$ cat config.mk
export PLATFORM = sky130hd
export DESIGN_NAME = tdm_demux4_flat
export DESIGN_NICKNAME = d
export VERILOG_FILES = /design/src/rtl/tdm_demux4_pkg.sv /design/src/rtl/tdm_demux4_if.sv /design/src/rtl/tdm_demux4_slot_ctr.sv /design/src/rtl/tdm_demux4.sv /design/src/flat_wrapper.sv
export SDC_FILE = /design/constraint.sdc
export NUM_CORES = 1
export LEC_CHECK = 0
export ABC_AREA = 1
export CAP_MARGIN = 15
export CORE_MARGIN = 2
export CORE_UTILIZATION = 54
export DETAILED_ROUTE_END_ITERATION = 10
export GPL_ROUTABILITY_DRIVEN = 0
export HOLD_SLACK_MARGIN = 0.08
export PLACE_DENSITY_LB_ADDON = 0.2
export SYNTH_ARGS = -nofsm -noshare
export SYNTH_HDL_FRONTEND = slang
export SYNTH_SLANG_ARGS = --single-unit
$ cat constraint.sdc
create_clock -name clk -period 3.45 [get_ports clk]
set_input_delay 0.345 -clock clk [delete_from_list [all_inputs] [get_ports clk]]
set_output_delay 0.345 -clock clk [all_outputs]
set_load 0.05 [all_outputs]
$ cat src/rtl/tdm_demux4_pkg.sv
// tdm_pkg: shared constants and FSM state type for the 4-slot TDM receive demux
package tdm_pkg;
  localparam int NCH = 4;
  localparam int SLOT_BITS = 2;
  typedef enum logic [1:0] {UNLOCKED, CHECK, LOCKED} state_e;
endpackage

$ cat src/rtl/tdm_demux4_if.sv
// tdm_demux4_if: serial slot input and parallel frame-aligned channel outputs
interface tdm_demux4_if
  import tdm_pkg::*;
#(
  parameter int W = 4
);
  logic                 en;
  logic                 sync;
  logic [W-1:0]         din;
  logic [W-1:0]         y0;
  logic [W-1:0]         y1;
  logic [W-1:0]         y2;
  logic [W-1:0]         y3;
  logic [SLOT_BITS-1:0] s;
  logic                 frame_valid;
  logic                 locked;
  logic                 sync_err;

  modport master (
    output en, sync, din,
    input  y0, y1, y2, y3, s, frame_valid, locked, sync_err
  );

  modport slave (
    input  en, sync, din,
    output y0, y1, y2, y3, s, frame_valid, locked, sync_err
  );
endinterface

$ cat src/rtl/tdm_demux4_slot_ctr.sv
// tdm_slot_ctr: modulo-4 slot counter; a SYNC'd word is slot 0, so load points at slot 1
module tdm_slot_ctr
  import tdm_pkg::*;
(
  input  logic                 clk,
  input  logic                 rst_n,
  input  logic                 en_i,
  input  logic                 load_i,
  output logic [SLOT_BITS-1:0] s_o
);
  logic [SLOT_BITS-1:0] s_q, s_d;

  always_comb s_d = load_i ? SLOT_BITS'(1) : s_q + SLOT_BITS'(1);

  always_ff @(posedge clk or negedge rst_n)
    if (!rst_n) s_q <= '0;
    else if (en_i) s_q <= s_d;

  assign s_o = s_q;
endmodule

$ cat src/rtl/tdm_demux4.sv
// tdm_demux4: tracks slot position and frame alignment, collects a frame of four
// slot words and presents all channels in parallel once per locked frame
module tdm_demux4
  import tdm_pkg::*;
#(
  parameter int W = 4
) (
  input logic         clk,
  input logic         rst_n,
  tdm_demux4_if.slave bus
);
  state_e               state_q, state_d;
  logic [SLOT_BITS-1:0] s;
  logic [SLOT_BITS-1:0] wr_idx;
  logic [W-1:0]         shadow_q [3];
  logic [W-1:0]         y_q [NCH];
  logic                 fire_d, err_d, fv_q, err_q;
  logic                 at0, at3;

  tdm_slot_ctr u_ctr (
    .clk    (clk),
    .rst_n  (rst_n),
    .en_i   (bus.en),
    .load_i (bus.sync),
    .s_o    (s)
  );

  assign at0    = s == SLOT_BITS'(0);
  assign at3    = s == SLOT_BITS'(3);
  assign wr_idx = bus.sync ? '0 : s;

  always_ff @(posedge clk or negedge rst_n)
    if (!rst_n) state_q <= UNLOCKED;
    else state_q <= state_d;

  always_comb begin
    state_d = state_q;
    if (bus.en)
      state_d = state_q == UNLOCKED ? (bus.sync ? CHECK : UNLOCKED)
              : state_q == CHECK    ? (at0 ? (bus.sync ? LOCKED : UNLOCKED) : CHECK)
              : (at0 && !bus.sync)  ? UNLOCKED
              : (!at0 && bus.sync)  ? CHECK
              : LOCKED;
  end

  // SYNC landing anywhere but slot 0, or slot 0 arriving without SYNC, breaks lock
  always_comb begin
    fire_d = bus.en && state_q == LOCKED && at3 && !bus.sync;
    err_d  = bus.en && state_q == LOCKED && (at0 != bus.sync);
  end

  always_ff @(posedge clk or negedge rst_n)
    if (!rst_n) begin
      shadow_q <= '{default: '0};
      y_q      <= '{default: '0};
      fv_q     <= 1'b0;
      err_q    <= 1'b0;
    end else begin
      fv_q  <= fire_d;
      err_q <= err_d;
      for (int i = 0; i < 3; i++)
        if (bus.en && wr_idx == SLOT_BITS'(i)) shadow_q[i] <= bus.din;
      if (fire_d) y_q <= '{shadow_q[0], shadow_q[1], shadow_q[2], bus.din};
    end

  assign bus.y0          = y_q[0];
  assign bus.y1          = y_q[1];
  assign bus.y2          = y_q[2];
  assign bus.y3          = y_q[3];
  assign bus.s           = s;
  assign bus.frame_valid = fv_q;
  assign bus.sync_err    = err_q;
  assign bus.locked      = state_q == LOCKED;
endmodule

$ cat src/flat_wrapper.sv
// flat-port wrapper written by rule: the top's interface ports become plain ports
module tdm_demux4_flat import tdm_pkg::*;
#(
  parameter int W = 4
)
  (clk, rst_n, bus_en, bus_sync, bus_din, bus_y0, bus_y1, bus_y2, bus_y3, bus_s, bus_frame_valid, bus_locked, bus_sync_err);
  tdm_demux4_if #(.W(W)) bus_i ();
  input logic clk;
  input logic rst_n;
  input wire logic [$bits(bus_i.en)-1:0] bus_en;
  input wire logic [$bits(bus_i.sync)-1:0] bus_sync;
  input wire logic [$bits(bus_i.din)-1:0] bus_din;
  output wire logic [$bits(bus_i.y0)-1:0] bus_y0;
  output wire logic [$bits(bus_i.y1)-1:0] bus_y1;
  output wire logic [$bits(bus_i.y2)-1:0] bus_y2;
  output wire logic [$bits(bus_i.y3)-1:0] bus_y3;
  output wire logic [$bits(bus_i.s)-1:0] bus_s;
  output wire logic [$bits(bus_i.frame_valid)-1:0] bus_frame_valid;
  output wire logic [$bits(bus_i.locked)-1:0] bus_locked;
  output wire logic [$bits(bus_i.sync_err)-1:0] bus_sync_err;
  assign bus_i.en = bus_en;
  assign bus_i.sync = bus_sync;
  assign bus_i.din = bus_din;
  assign bus_y0 = bus_i.y0;
  assign bus_y1 = bus_i.y1;
  assign bus_y2 = bus_i.y2;
  assign bus_y3 = bus_i.y3;
  assign bus_s = bus_i.s;
  assign bus_frame_valid = bus_i.frame_valid;
  assign bus_locked = bus_i.locked;
  assign bus_sync_err = bus_i.sync_err;
  tdm_demux4 #(.W(W)) u_core (.clk(clk), .rst_n(rst_n), .bus(bus_i));
endmodule
==> results.toml <==
[outcome]
status = "completed"

[critical_path]
arrival_ns = 1.82
end_kind = "output port"
critical_path.max_fanout = 5
cp.required_ns = 3.11
critPathKind = "flop to output port"
startpoint_type = "flop"

[cells_and_area]
final_cell_mix = "51 x nand2_1, 34 x dfrtp_1, 32 x o21ai_0, 28 x clkdlybuf4s50_1, 10 x inv_1"
nets = 195
drive_gt1_frac = 0.08152
n_antenna_cell = 0
final_core_util = 0.7292
areaGrowthSynthToFinish_pct = 25.32
final_common_cell = "nand2_1"

[route]
drtPass1Iterations = 4
drt-initial-drc-count = 30
num_vias = 1131
drc = 0
wl_per_cell_um = 14.06
totalWireLength_um = 3008
ant_nets = 0
avgViaCountPerCell = 5.285

[synth]
synthAdderAreaFrac = 0.03410
synthMuxAreaShare = 0
syn_nets = 163
synthSimpleGateAreaFrac = 0.2182
yosysWarnings = 0
synth_top_family_by_area = "simple AND/OR/NAND/NOR gates"
syn-cell-area_um2 = 1468
post_synth_xor_area_fraction = 0
ys_seq_elements = 34
ys_seq_area_frac = 0.5797
synth.distinct_cells = 19
synth-compound-area-share = 0.1159
synth_area_per_cell_um2 = 9.720
syn_inst = 151

[clock_tree]
cts_setup_buffers = 0
cts_root_buf = "clkbuf_4"
cts-buffers-inserted = 5
cts-resized-gates = 0
clock_path_buffers = 2
clk_pin_slew_ns = 0.10
cts_tree = "done"
cts_num_sinks = 34
clk-insertion-delay-late_ns = 0.34
ctsHoldBuffers = 0
h-tree-depth = 2

[power_and_ir_drop]
seq_power_share = 0.468
netSwitchingPower_uw = 401.5
p_sw_frac = 0.3536
irDropWorstVdd_uv = 434.2
p_per_area_nw_per_um2 = 617.3
p_leak_uw = 0.0009276
p_int_uw = 733.9
p_comb_frac = 0.282
pwr-share-clk = 0.251

[placement]
io_buffer_count = 28
place_hpwl_um = 2088

[timing]
slew_headroom = 0.6198
hold_viol_final = 0
skew_ns = 0.006869
slew_violations = 0
setup_viol = 0
fmax_ghz = 0.4611
rsz0062_at_grt = "false"
fin_crit_sh = 0.6286
tightest_slew_ns = 0.5685
fin_crit_ns = 2.169
finalSetupTns_ns = 0

[floorplan]
die_h_um = 56.14
num_io_pins = 29
dieArea_um2 = 3151
die_w_um = 56.14
initial_core_util = 0.5818
num_rows = 18
coreArea_um2 = 2522

[hold_path]
min_path_type = "primary input to asynchronous set/reset pin"

[flow_run]
max-cap-violations = 0

[global_routing]
antenna_found_initial = 0
grt_pass1_wl_um = 5223
grt_max_degree = 35
grt_pass1_vias = 1160
grtUsageTotal = 0.2153
grt-ovfl-total = 0
==> cells in the mapped netlist, drive strengths merged <==
library cell	instances	area share
o21ai	32	0.11
nor4	1	0.0043
dfrtp	34	0.58
nand2	52	0.14
a21oi	2	0.0068
clkbuf	2	0.0068
nand3	4	0.026
inv	12	0.032
nand4	2	0.029
nor2	4	0.021
ha	4	0.034
buf	2	0.013
==> power by group through the flow <==
| stage | registers [uW] | logic (uW) | clock network [uW] |
|---|---|---|---|
| final | 531 | 320 | 285 |
| after CTS | 530 | 323 | 290 |
| after global routing | 539 | 348 | 302 |
| after floorplan | 631 | 109 | 0 |
| after global placement | 534 | 310 | 0 |
| after detailed placement | 537 | 322 | 0 |
==> worst paths after layout <==
kind,slack [ns],cells past startpoint,endpoint,start
worst max-delay path,1.28,3,bus_locked,u_core.state_q[1]
min in group clk,0.49,2,u_core.bus.y1[3],u_core.shadow_q[7]
worst max register to register,1.88,5,u_core.bus.sync_err,u_core.u_ctr.s_o[0]
max in group asynchronous,2.75,2,u_core.u_ctr.s_o[1],rst_n
worst min-delay path,0.39,2,u_core.bus.y0[3],rst_n
worst min register to register,0.49,2,u_core.bus.y1[3],u_core.shadow_q[7]
==> sequential cells by signal, indices dropped and copies added (netlist names) <==
name / count
u_core.bus.y2: 4
u_core.bus.y1: 4
u_core.bus.sync_err: 1
u_core.bus.y3: 4
u_core.bus.frame_valid: 1
u_core.bus.y0: 4
u_core.state_q: 2
u_core.shadow_q: 12
u_core.u_ctr.s_o: 2
==> routing by layer <==
| metal | GRT usage | wire length (um) |
|---|---|---|
| met5 | 0 | 0 |
| met4 | 0.09184 | 62 |
| met3 | 0.05814 | 178 |
| met2 | 0.3630 | 1491 |
| met1 | 0.2580 | 1276 |
==> layout make-up <==
class / instances / area (um^2)
flip-flops and latches: 34 / 850.8
fillers: 196 / 683.2
multi-input cells: 101 / 540.5
repair buffers: 29 / 287.8
inverters: 12 / 47.55
clock buffers: 7 / 45.04
well taps: 30 / 37.54
clock inverters: 1 / 30.03
==> logic make-up (layout without fill, tap and decap cells) <==
group | Yosys count | after routing
AOI/OAI and AO/OA | 34 | 34
buffers and inverters | 16 | 49
and+or+nand+nor | 63 | 63
adders and majority gates | 4 | 4
DFF | 34 | 34
==> per-stage QoR <==
step	instances	area (um^2)	setup WS, ns	hold WS, ns	total power [uW]
3_5_place_dp	206	1764	1.507	0.4714	859.0
4_1_cts	214	1839	1.281	0.4042	1143
6_report	214	1839	1.281	0.3895	1135
5_1_grt	214	1839	1.184	0.4525	1188
2_1_floorplan	151	1468	1.702	0.04941	739.8
3_3_place_gp	206	1764	1.585	0.4620	843.9
==> critical path, stage by stage (launching register included) <==
cell	delay, ns
dfrtp_1	0.47
inv_1	0.11
nor2_1	0.10
clkdlybuf4s50_1	0.80
No activity file was read; power rests on OpenSTA's default activity.
